## src/rtl/ddr_pkg.sv

```systemverilog
// Shared command encodings, FSM state types and mode-register defaults for the
// DDR1 command controller.
package ddr_pkg;

    typedef enum logic [3:0] {
        CMD_LMR = 4'b0000,
        CMD_REF = 4'b0001,
        CMD_PRE = 4'b0010,
        CMD_ACT = 4'b0011,
        CMD_WR  = 4'b0100,
        CMD_RD  = 4'b0101,
        CMD_BST = 4'b0110,
        CMD_NOP = 4'b0111
    } cmd_e;

    typedef enum logic [1:0] {
        B_IDLE        = 2'd0,
        B_ACTIVATING  = 2'd1,
        B_ACTIVE      = 2'd2,
        B_PRECHARGING = 2'd3
    } bank_state_e;

    typedef enum logic [1:0] {
        BU_IDLE  = 2'd0,
        BU_BURST = 2'd1,
        BU_GAP   = 2'd2
    } burst_state_e;

    localparam logic [2:0] MR_BL_RST = 3'd1;
    localparam logic       MR_BT_RST = 1'b0;
    localparam logic [2:0] MR_CL_RST = 3'd2;

    // Burst length in beats for a mode-register BL code; 0 marks an unsupported code.
    function automatic logic [3:0] bl_beats(input logic [2:0] code);
        logic [3:0] beats;
        case (code)
            3'd1:    beats = 4'd2;
            3'd2:    beats = 4'd4;
            3'd3:    beats = 4'd8;
            default: beats = 4'd0;
        endcase
        return beats;
    endfunction

endpackage

```

## src/rtl/ddr_bank_fsm.sv

```systemverilog
// One bank's open/closed tracking: activate/precharge timing and the latched row.
module ddr_bank_fsm
    import ddr_pkg::*;
#(
    parameter int ROW_WIDTH = 14,
    parameter int T_RCD     = 2,
    parameter int T_RP      = 2
) (
    input  logic                 clk_i,
    input  logic                 rst_ni,
    input  logic                 act_i,
    input  logic                 pre_i,
    input  logic [ROW_WIDTH-1:0] row_i,
    output bank_state_e          state_o,
    output logic [ROW_WIDTH-1:0] ra_o,
    output logic                 row_active_o
);

    bank_state_e          state_q, state_d;
    logic [3:0]           tmr_q, tmr_d;
    logic [ROW_WIDTH-1:0] ra_q, ra_d;
    logic                 row_active_q, row_active_d;

    // Next-state logic; a timer of 0 means the current wait ends at this edge.
    always_comb begin
        state_d      = state_q;
        tmr_d        = tmr_q;
        ra_d         = ra_q;
        row_active_d = row_active_q;
        case (state_q)
            B_IDLE: begin
                if (act_i) begin
                    state_d = B_ACTIVATING;
                    tmr_d   = 4'(T_RCD - 1);
                    ra_d    = row_i;
                end else begin
                    state_d = B_IDLE;
                end
            end
            B_ACTIVATING: begin
                if (tmr_q == 4'd0) begin
                    state_d      = B_ACTIVE;
                    row_active_d = 1'b1;
                end else begin
                    tmr_d = tmr_q - 4'd1;
                end
            end
            B_ACTIVE: begin
                if (pre_i) begin
                    state_d      = B_PRECHARGING;
                    tmr_d        = 4'(T_RP - 1);
                    row_active_d = 1'b0;
                end else begin
                    state_d = B_ACTIVE;
                end
            end
            B_PRECHARGING: begin
                if (tmr_q == 4'd0) begin
                    state_d = B_IDLE;
                end else begin
                    tmr_d = tmr_q - 4'd1;
                end
            end
            default: begin
                state_d      = B_IDLE;
                row_active_d = 1'b0;
            end
        endcase
    end

    // Bank state registers.
    always_ff @(posedge clk_i or negedge rst_ni) begin
        if (!rst_ni) begin
            state_q      <= B_IDLE;
            tmr_q        <= 4'd0;
            ra_q         <= '0;
            row_active_q <= 1'b0;
        end else begin
            state_q      <= state_d;
            tmr_q        <= tmr_d;
            ra_q         <= ra_d;
            row_active_q <= row_active_d;
        end
    end

    assign state_o      = state_q;
    assign ra_o         = ra_q;
    assign row_active_o = row_active_q;

endmodule

```

## src/rtl/ddr_cmd_ctrl.sv

```systemverilog
// DDR1 command decoder: checks command legality against bank, burst and
// block-window state, and drives the registered array controls.
module ddr_cmd_ctrl
    import ddr_pkg::*;
#(
    parameter int ROW_WIDTH = 14,
    parameter int COL_WIDTH = 10,
    parameter int T_RCD     = 2,
    parameter int T_RP      = 2,
    parameter int T_MRD     = 2,
    parameter int T_RFC     = 8
) (
    input  logic                      clk_i,
    input  logic                      rst_ni,
    input  logic                      cke_i,
    input  logic                      cs_n_i,
    input  logic                      ras_n_i,
    input  logic                      cas_n_i,
    input  logic                      we_n_i,
    input  logic [ROW_WIDTH-1:0]      addr_i,
    input  logic [1:0]                bank_i,
    output logic [3:0][ROW_WIDTH-1:0] ra_o,
    output logic [COL_WIDTH-1:0]      ca_o,
    output logic [1:0]                ba_o,
    output logic [3:0]                row_active_o,
    output logic                      read_active_o,
    output logic                      write_active_o,
    output logic                      burst_stop_o,
    output logic [2:0]                burst_len_o,
    output logic                      burst_type_o,
    output logic [2:0]                cas_lat_o,
    output logic                      cmd_err_o
);

    cmd_e                 cmd_s;
    bank_state_e          bank_st_s [4];
    logic [3:0]           act_s, pre_s, tgt_s, pre_mask_s;
    logic                 all_idle_s, blocked_s;
    logic                 rd_go_s, wr_go_s, bst_go_s, mr_go_s, blk_go_s;
    logic [3:0]           blk_load_s;

    burst_state_e         burst_q, burst_d;
    logic [3:0]           bcnt_q, bcnt_d;
    logic [3:0]           blk_q, blk_d;
    logic                 rd_act_q, rd_act_d, wr_act_q, wr_act_d;
    logic                 stop_q, stop_d, err_q, err_d;
    logic [COL_WIDTH-1:0] ca_q, ca_d;
    logic [1:0]           ba_q, ba_d;
    logic [2:0]           bl_q, bl_d, cl_q, cl_d;
    logic                 bt_q, bt_d;

    for (genvar g = 0; g < 4; g++) begin : g_bank
        ddr_bank_fsm #(
            .ROW_WIDTH (ROW_WIDTH),
            .T_RCD     (T_RCD),
            .T_RP      (T_RP)
        ) u_bank (
            .clk_i        (clk_i),
            .rst_ni       (rst_ni),
            .act_i        (act_s[g]),
            .pre_i        (pre_s[g]),
            .row_i        (addr_i),
            .state_o      (bank_st_s[g]),
            .ra_o         (ra_o[g]),
            .row_active_o (row_active_o[g])
        );
    end

    assign cmd_s      = cs_n_i ? CMD_NOP : cmd_e'({1'b0, ras_n_i, cas_n_i, we_n_i});
    assign tgt_s      = 4'b0001 << bank_i;
    assign pre_mask_s = addr_i[10] ? 4'b1111 : tgt_s;
    assign blocked_s  = (blk_q != 4'd0);
    assign all_idle_s = (bank_st_s[0] == B_IDLE) && (bank_st_s[1] == B_IDLE) &&
                        (bank_st_s[2] == B_IDLE) && (bank_st_s[3] == B_IDLE);

    // Command legality; everything here looks at pre-edge state only.
    always_comb begin
        act_s      = 4'b0000;
        pre_s      = 4'b0000;
        rd_go_s    = 1'b0;
        wr_go_s    = 1'b0;
        bst_go_s   = 1'b0;
        mr_go_s    = 1'b0;
        blk_go_s   = 1'b0;
        blk_load_s = 4'd0;
        err_d      = 1'b0;
        if (!cke_i || (cmd_s == CMD_NOP)) begin
            err_d = 1'b0;
        end else if (blocked_s) begin
            err_d = 1'b1;
        end else begin
            case (cmd_s)
                CMD_ACT: begin
                    if (bank_st_s[bank_i] == B_IDLE) act_s = tgt_s;
                    else                             err_d = 1'b1;
                end
                CMD_RD, CMD_WR: begin
                    if ((bank_st_s[bank_i] == B_ACTIVE) && (burst_q == BU_IDLE) &&
                        (bl_beats(bl_q) != 4'd0)) begin
                        rd_go_s = (cmd_s == CMD_RD);
                        wr_go_s = (cmd_s == CMD_WR);
                    end else begin
                        err_d = 1'b1;
                    end
                end
                CMD_BST: begin
                    if (burst_q == BU_BURST) bst_go_s = 1'b1;
                    else                     bst_go_s = 1'b0;
                end
                CMD_PRE: begin
                    // Non-ACTIVE banks in the mask simply ignore the request.
                    if ((burst_q == BU_BURST) && pre_mask_s[ba_q]) err_d = 1'b1;
                    else                                           pre_s = pre_mask_s;
                end
                CMD_REF, CMD_LMR: begin
                    if (all_idle_s && (burst_q == BU_IDLE)) begin
                        blk_go_s   = 1'b1;
                        blk_load_s = (cmd_s == CMD_LMR) ? 4'(T_MRD) : 4'(T_RFC);
                        mr_go_s    = (cmd_s == CMD_LMR) && (bank_i == 2'b00);
                    end else begin
                        err_d = 1'b1;
                    end
                end
                default: err_d = 1'b0;
            endcase
        end
    end

    // Burst sequencing: BURST for BL/2 cycles (or until BST), then one GAP cycle.
    always_comb begin
        burst_d  = burst_q;
        bcnt_d   = bcnt_q;
        rd_act_d = rd_act_q;
        wr_act_d = wr_act_q;
        stop_d   = 1'b0;
        ca_d     = ca_q;
        ba_d     = ba_q;
        case (burst_q)
            BU_IDLE: begin
                if (rd_go_s || wr_go_s) begin
                    burst_d  = BU_BURST;
                    bcnt_d   = (bl_beats(bl_q) >> 1) - 4'd1;
                    rd_act_d = rd_go_s;
                    wr_act_d = wr_go_s;
                    ca_d     = addr_i[COL_WIDTH-1:0];
                    ba_d     = bank_i;
                end else begin
                    burst_d = BU_IDLE;
                end
            end
            BU_BURST: begin
                if (bst_go_s || (bcnt_q == 4'd0)) begin
                    burst_d  = BU_GAP;
                    rd_act_d = 1'b0;
                    wr_act_d = 1'b0;
                    stop_d   = bst_go_s;
                end else begin
                    bcnt_d = bcnt_q - 4'd1;
                end
            end
            BU_GAP:  burst_d = BU_IDLE;
            default: begin
                burst_d  = BU_IDLE;
                rd_act_d = 1'b0;
                wr_act_d = 1'b0;
            end
        endcase
    end

    // Mode register and the post-LMR/REF command block window.
    always_comb begin
        bl_d = bl_q;
        bt_d = bt_q;
        cl_d = cl_q;
        if (blk_go_s)       blk_d = blk_load_s;
        else if (blocked_s) blk_d = blk_q - 4'd1;
        else                blk_d = 4'd0;
        if (mr_go_s) begin
            bl_d = addr_i[2:0];
            bt_d = addr_i[3];
            cl_d = addr_i[6:4];
        end else begin
            bl_d = bl_q;
        end
    end

    // Controller state and registered outputs.
    always_ff @(posedge clk_i or negedge rst_ni) begin
        if (!rst_ni) begin
            burst_q  <= BU_IDLE;
            bcnt_q   <= 4'd0;
            blk_q    <= 4'd0;
            rd_act_q <= 1'b0;
            wr_act_q <= 1'b0;
            stop_q   <= 1'b0;
            err_q    <= 1'b0;
            ca_q     <= '0;
            ba_q     <= 2'd0;
            bl_q     <= MR_BL_RST;
            bt_q     <= MR_BT_RST;
            cl_q     <= MR_CL_RST;
        end else begin
            burst_q  <= burst_d;
            bcnt_q   <= bcnt_d;
            blk_q    <= blk_d;
            rd_act_q <= rd_act_d;
            wr_act_q <= wr_act_d;
            stop_q   <= stop_d;
            err_q    <= err_d;
            ca_q     <= ca_d;
            ba_q     <= ba_d;
            bl_q     <= bl_d;
            bt_q     <= bt_d;
            cl_q     <= cl_d;
        end
    end

    assign ca_o           = ca_q;
    assign ba_o           = ba_q;
    assign read_active_o  = rd_act_q;
    assign write_active_o = wr_act_q;
    assign burst_stop_o   = stop_q;
    assign burst_len_o    = bl_q;
    assign burst_type_o   = bt_q;
    assign cas_lat_o      = cl_q;
    assign cmd_err_o      = err_q;

endmodule

```

## config.mk

```make
export PLATFORM = sky130hd
export DESIGN_NAME = ddr_cmd_ctrl
export DESIGN_NICKNAME = d
export VERILOG_FILES = /design/src/rtl/ddr_pkg.sv /design/src/rtl/ddr_bank_fsm.sv /design/src/rtl/ddr_cmd_ctrl.sv
export SDC_FILE = /design/constraint.sdc
export NUM_CORES = 1
export LEC_CHECK = 0
export ABC_AREA = 1
export CAP_MARGIN = 30
export CELL_PAD_IN_SITES_DETAIL_PLACEMENT = 1
export CELL_PAD_IN_SITES_GLOBAL_PLACEMENT = 2
export CORE_ASPECT_RATIO = 0.5
export CORE_MARGIN = 4
export CORE_UTILIZATION = 31
export CTS_BUF_LIST = sky130_fd_sc_hd__clkbuf_16
export CTS_CLUSTER_SIZE = 8
export DETAILED_ROUTE_END_ITERATION = 16
export PLACE_DENSITY = 0.85
export SLEW_MARGIN = 10
export SYNTH_ARGS = -nofsm -noshare
export SYNTH_HDL_FRONTEND = slang
export SYNTH_SLANG_ARGS = --single-unit
export TNS_END_PERCENT = 50
```

## constraint.sdc

```tcl
create_clock -name clk_i -period 2.5 [get_ports clk_i]
set_clock_uncertainty 0.15 [all_clocks]
set_input_delay 0.5 -clock clk_i [delete_from_list [all_inputs] [get_ports clk_i]]
set_output_delay 0.5 -clock clk_i [all_outputs]
set_load 0.01 [all_outputs]
```

==> summary.md <==
| Metric | Value |
|---|---|
| Post-synth cell types | `37` |
| DR vias/cell | `4.61` |
| Switch share | `a little under a third` |
| Logic pwr share | `23.2%` |
| Max Slew Vio Count | `0` |
| Non-filler cells, final | `1115` |
| Syn. warnings | `0` |
| Worst Hold Class | `register to register` |
| Clock Power Share | `41.2%` |
| First-pass GRT wire length | `29.6 mm` |
| Antenna violations before repair | `0` |
| # rows | `35` |
| IO Count | `106` |
| Final period util | `between 80 and 90%` |
| Initial Util | `31.9%` |
| Nets | `889` |
| Fin. Hold Viols | `0` |
| Share of layout cells above drive strength 1 | `15.0%` |
| Final Setup Violations | `0` |
| Diode count | `0` |
| Yosys reg bits | `~120` |
| Via Count | `between 5k and 6k` |
| Sequential element share of the synthesized area | `49.4%` |
| Crit path time final | `about 2.2 ns` |
| Crit path DAT | `about 1.5 ns` |
| Clock Path Buffers | `2` |
| Post-CTS resize count | `0` |
| CP max stage cell | `dfstp_2` |
| Remaining DRCs | `0` |
| Slowest stage delay, CP | `0.57 ns` |
| Synth top area cells | `dfrtp_1 48%, nand2_1 12%, ha_1 4.8%, inv_1 4.6%, o21ai_0 3.6%` |
| Hold_buf cts | `1` |
| Max_cap viols | `0` |
| CTS H-tree depth | `4` |
| Unrepaired setup endpoints after global routing | `no` |
| Die width | `204 um` |
| Skew-Pair Late Insertion Delay | `0.42 ns` |
| VDD IR max | `0.502 mV` |
| Inst Count DP | `1082` |
| Sequential power share | `35.6%` |
| Crit path max-delay family | `flip-flops` |
| Mapped Cells | `~700` |
| Final WS setup | `0.318 ns` |
| Syn-to-layout area delta | `37.4%` |
| Fillers | `2198` |
| Antenna-violating nets left | `0` |
| Fmax achieved | `between 400 and 500 MHz` |
| Max Fanout on Critical Path | `5` |
| Max_slew headroom | `68.1%` |
| Total grt overflow | `0` |
| Drt first pass iters | `4` |
| Ys async rst share | `100%` |
| Worst setup SP type | `register` |
| Syn Nets | `744` |
| Worst Path Buf+Inv | `1` |
| Leading area contributor after synthesis | `dfrtp_1` |
| Net Sw Power | `1.92 mW` |
| WP data required | `1.85 ns` |
| Die height | `approximately 110 um` |
| Slew @ Worst Pin | `0.475 ns` |
| Largest net degree at the start of global routing | `42` |
| Yosys top cell area share | `48.5%` |
| Int Pwr | `4.21 mW` |
| Initial DRC count | `200` |
| Drt total wl | `between 15 and 20 mm` |
| Pre-CTS WS | `-0.0763 ns` |
| Vias in the first global route | `5636` |
| Sink count of the clock tree | `117` |
| Status | `finished clean` |
| Pleak | `3.85 nW` |
| CTS tree | `yes` |
| Gr usage total | `between 10% and 20%` |
| CORE AREA | `18600 sq um` |
| Clk root buf | `clkbuf_16` |
| Worst setup EP type | `primary output` |
| Gpl congestion | `between 0.8 and 0.9` |
| Synth Area per Inst | `between 8 and 9 sq um` |
| Pwr per Cell Area | `752 nW/um^2` |
| Reg clk slew, reported paths | `0.06 ns` |
| Number of synthesized flops with an enable pin | `0` |
| Worst-path cell chain | `clkdlybuf4s50_1` |
| Setup CP Type | `register to primary output` |
| Detailed Place HPWL | `13.0 mm` |
| Total CTS buffers | `17` |
| Synth Flop Type | `dfrtp_1` |
| Die area | `21600 sq um` |
| Post-CTS setup buffers | `0` |
| Post-Syn Area | `5930 sq um` |
| PortBufs | `between 100 and 150` |
| Wire per inst | `15.6 um` |
[per-stage QoR]
stage / total power, mW / setup TNS [ns] / cell area (sq um) / hold slack (ns) / util (%)
3_3_place_gp: 3.60 / -0.301 / 7540 / 0.316 / 40.5
4_1_cts: 6.22 / 0 / 8150 / 0.340 / 43.8
6_report: 6.13 / 0 / 8150 / 0.330 / 43.8
2_1_floorplan: 3.05 / 0 / 5930 / 0.0544 / -
5_1_grt: 6.53 / 0 / 8150 / 0.362 / 43.8
3_5_place_dp: 3.64 / -1.08 / 7540 / 0.322 / 40.5
[flip-flops by register name, indices dropped and copies added, names as in the netlist]
name                        count
burst_type_o                    1
cas_lat_o                       3
cmd_err_o                       1
write_active_o                  1
g_bank.u_bank.state_o           8
burst_q                         2
burst_len_o                     3
g_bank.u_bank.row_active_o      4
read_active_o                   1
g_bank.u_bank.ra_o             56
bcnt_q                          4
burst_stop_o                    1
g_bank.u_bank.tmr_q            16
blk_q                           4
ca_o                           10
ba_o                            2
[power groups by stage]
| stage | registers (mW) | logic, mW | clock network (mW) |
|---|---|---|---|
| global route | 2.21 | 1.63 | 2.70 |
| detailed placement | 2.21 | 1.43 | 0 |
| CTS | 2.18 | 1.45 | 2.60 |
| global placement | 2.21 | 1.39 | 0 |
| finish | 2.18 | 1.42 | 2.53 |
| floorplan | 2.20 | 0.850 | 0 |
[layout by cell type, fill, tap and decap left out, drive strengths merged]
cell type      instances
nand2                194
dfrtp                115
clkdlybuf4s50        104
o21ai                 89
inv                   84
nor2                  71
buf                   40
nand3                 37
a21oi                 25
nand4                 24
ha                    23
clkbuf                17
clkinv                 5
xnor2                  4
nor3                   4
or2                    3
clkinvlp               3
bufinv                 3
a31oi                  2
dfstp                  2
a21boi                 1
o21bai                 1
a41oi                  1
xor2                   1
and2                   1
o31ai                  1
dlygate4sd3            1
[Yosys cell counts (5+ instances only)]
library cell / number
nand3_1: 29
inv_2: 7
nor2_2: 9
nor2_1: 56
a21oi_1: 19
nand2_2: 5
nand4_1: 24
inv_1: 72
ha_1: 23
o21ai_0: 43
buf_4: 6
a21oi_2: 6
dfrtp_1: 115
buf_6: 8
o21ai_1: 38
o21ai_2: 8
nand3_2: 6
nand2_1: 188
[cell type report]
| class | count | area, sq um | share of cell area, % |
|---|---|---|---|
| clock buffers | 17 | 425 | 5.22 |
| clock inverters | 15 | 178 | 2.18 |
| inverters | 80 | 303 | 3.71 |
| multi-input cells | 482 | 2540 | 31.2 |
| flip-flops and latches | 117 | 2930 | 35.9 |
| well taps | 259 | 324 | 3.97 |
| repair buffers | 145 | 1450 | 17.8 |
[routing by layer]
metal	up-vias	share of wire (%)	track usage, %
met3	22	5.8	6.33
met1	2493	44	21.0
met5	-	0	0
met4	0	1.6	5.15
li1	2547	-	-
met2	79	49	28.8
[worst paths after layout]
check,endpoint,slack (ns),depth (start not counted),from
setup / recovery,burst_len_o[0],0.32,1,burst_len_o[0]
hold / removal,g_bank[0].u_bank.row_active_o,0.33,2,g_bank[0].u_bank.row_active_o
setup reg to reg,burst_len_o[2],0.42,10,g_bank[0].u_bank.state_o[0]
hold reg to reg,g_bank[0].u_bank.row_active_o,0.33,2,g_bank[0].u_bank.row_active_o
max in group asynchronous,burst_type_o,1.10,3,rst_ni
min in group asynchronous,ca_o[6],0.43,2,rst_ni
[logic make-up after synthesis]
family	share of synthesized area (%)
fa+ha+maj	4.85
xor+xnor	0.738
flops	49.4
buf+inv	7.78
simple gates	26.0
compound gates	11.3
No activity file was read; power rests on OpenSTA's default activity.
==> RTL change (same settings) <==
`COL_WIDTH`: 10 -> 9.
--- a/src/rtl/ddr_cmd_ctrl.sv
+++ b/src/rtl/ddr_cmd_ctrl.sv
@@ -6,3 +6,3 @@
     parameter int ROW_WIDTH = 14,
-    parameter int COL_WIDTH = 10,
+    parameter int COL_WIDTH = 9,
     parameter int T_RCD     = 2,
Ports: changed (resized ca_o); port bits go from 106 to 105. No check against the original RTL was run, so the function may have changed too.
==> RTL change against the unedited design <==
  * Count of clock-buffer cells in the layout unchanged
  * Power grew 11%
  * Worst setup slack lost 0.029 ns
  * Routed wire length fell by 0.36%
  * Register-to-register slack got worse by 0.10 ns
  * Clock power increased by 6%
  * Non-clock buffer count is 5 lower
  * Final area is 1.1% lower
  * Sequential cell count decreased by 1
  * Area after synthesis fell by 1.4%
  * Critical path type is now input port to flop
==> RTL change: results <==
{
  "outcome": "completed",
  "hold_path_startpoint": "g_bank[3].u_bank.tmr_q[2]",
  "critical_path.max_fanout": 28,
  "slew-limit-headroom_pct": 65.6,
  "drt-wirelength-per-cell_um": 15.7,
  "drt_first_iter_violations": 180,
  "seq_area_frac_synth_pct": 49.6,
  "drt-met1-wl_um": 7940,
  "min_clock_period_post_route_ns": 2.21,
  "vias_in_the_first_global_route": 5710,
  "timing.critical_path.to": "g_bank[3].u_bank.ra_o[9]",
  "clkSinkCount": 116,
  "grt_max_degree": 49,
  "n_all_buffers": 140,
  "met2WireLength_um": 8540,
  "critPathLaunch": "bank_i[0]",
  "power_frac_clock_pct": 39.7,
  "final-clk-cell-share_pct": 7.98,
  "r2r_slack_ns": 0.32,
  "estimated_wirelength_of_the_detail_placed_design_um": 12600,
  "post_route_cells_drive_above_1_share_pct": 14.4,
  "nMultiInputCombCells": 478,
  "multi_input_gate_share_of_the_layout_cell_area_pct": 30.9,
  "synth.area.top_cells": "dfrtp_1 49%, nand2_1 12%, ha_1 4.9%",
  "timing_worst_setup_path_type": "input port to flop",
  "synthTopCellsByCount": "192 x nand2_1, 114 x dfrtp_1, 73 x inv_1, 60 x nor2_1, 38 x o21ai_0",
  "place_ws_ns": -0.0795,
  "yosys_warnings": 0,
  "comb-power_w": 0.00177,
  "wire_length_of_the_first_global_routing_pass_um": 28900,
  "power_report.internal_total_w": 0.00457,
  "vdd_drop_max_mv": 0.413,
  "slowest_delay_ns": 0.46,
  "routed-wl-met3_um": 727,
  "crit_path_top_delay_cell": "clkdlybuf4s50_1",
  "design.final.nets": 879,
  "synth.net_count": 738,
  "area_share_nonclk_buffers_pct": 17.3,
  "synth_cell_type_count": 35,
  "gp_congestion": 0.812,
  "seq_area_um2": 2910,
  "worstReg2RegStart": "g_bank[1].u_bank.state_o[1]",
  "leakage_power_nw": 3.82
}
[RTL change: through the flow]
stage | hold WS, ns | power [W] | TNS [ns] | area [um2] | cells
2_1_floorplan | 0.0544 | 0.00341 | 0 | 5850 | 692
3_3_place_gp | 0.312 | 0.00406 | -0.871 | 7410 | 1072
3_5_place_dp | 0.317 | 0.00413 | -1.78 | 7410 | 1072
4_1_cts | 0.332 | 0.00686 | 0 | 8060 | 1105
5_1_grt | 0.369 | 0.00721 | 0 | 8060 | 1105
6_report | 0.326 | 0.00678 | 0 | 8060 | 1105
[RTL change: layer usage]
metal,vias up,GRT usage [%]
met2,64,29.4
met5,-,0
met3,9,4.62
met1,2475,21.0
met4,0,4.21
li1,2511,-
[RTL change: repair_timing]
item                       CTS  global route
setup endpoints to repair    0             0
hold endpoints to repair    33             0
hold buffers                 1             0
[RTL change: kinds of logic (layout without fill, tap and decap cells)]
logic type / Yosys count / count (layout) / synth area share, %
buffers and inverters: 98 / 252 / 7.85
AO/OA/AOI/OAI: 114 / 114 / 11.1
AND/OR/NAND/NOR: 336 / 336 / 25.8
flip-flops: 116 / 116 / 49.6
adder cells (fa/ha/maj): 23 / 23 / 4.92
XOR/XNOR: 5 / 5 / 0.748
[RTL change: worst min path at each step]
stage / to / slack [ns] / depth (start not counted)
3_3_place_gp: read_active_o / 0.31 / 2
6_report: g_bank[3].u_bank.tmr_q[2] / 0.33 / 2
4_1_cts: g_bank[3].u_bank.tmr_q[2] / 0.33 / 2
5_1_grt: g_bank[1].u_bank.ra_o[9] / 0.37 / 2
3_5_place_dp: g_bank[3].u_bank.tmr_q[2] / 0.32 / 2
2_1_floorplan: ba_o[0] / 0.05 / 0
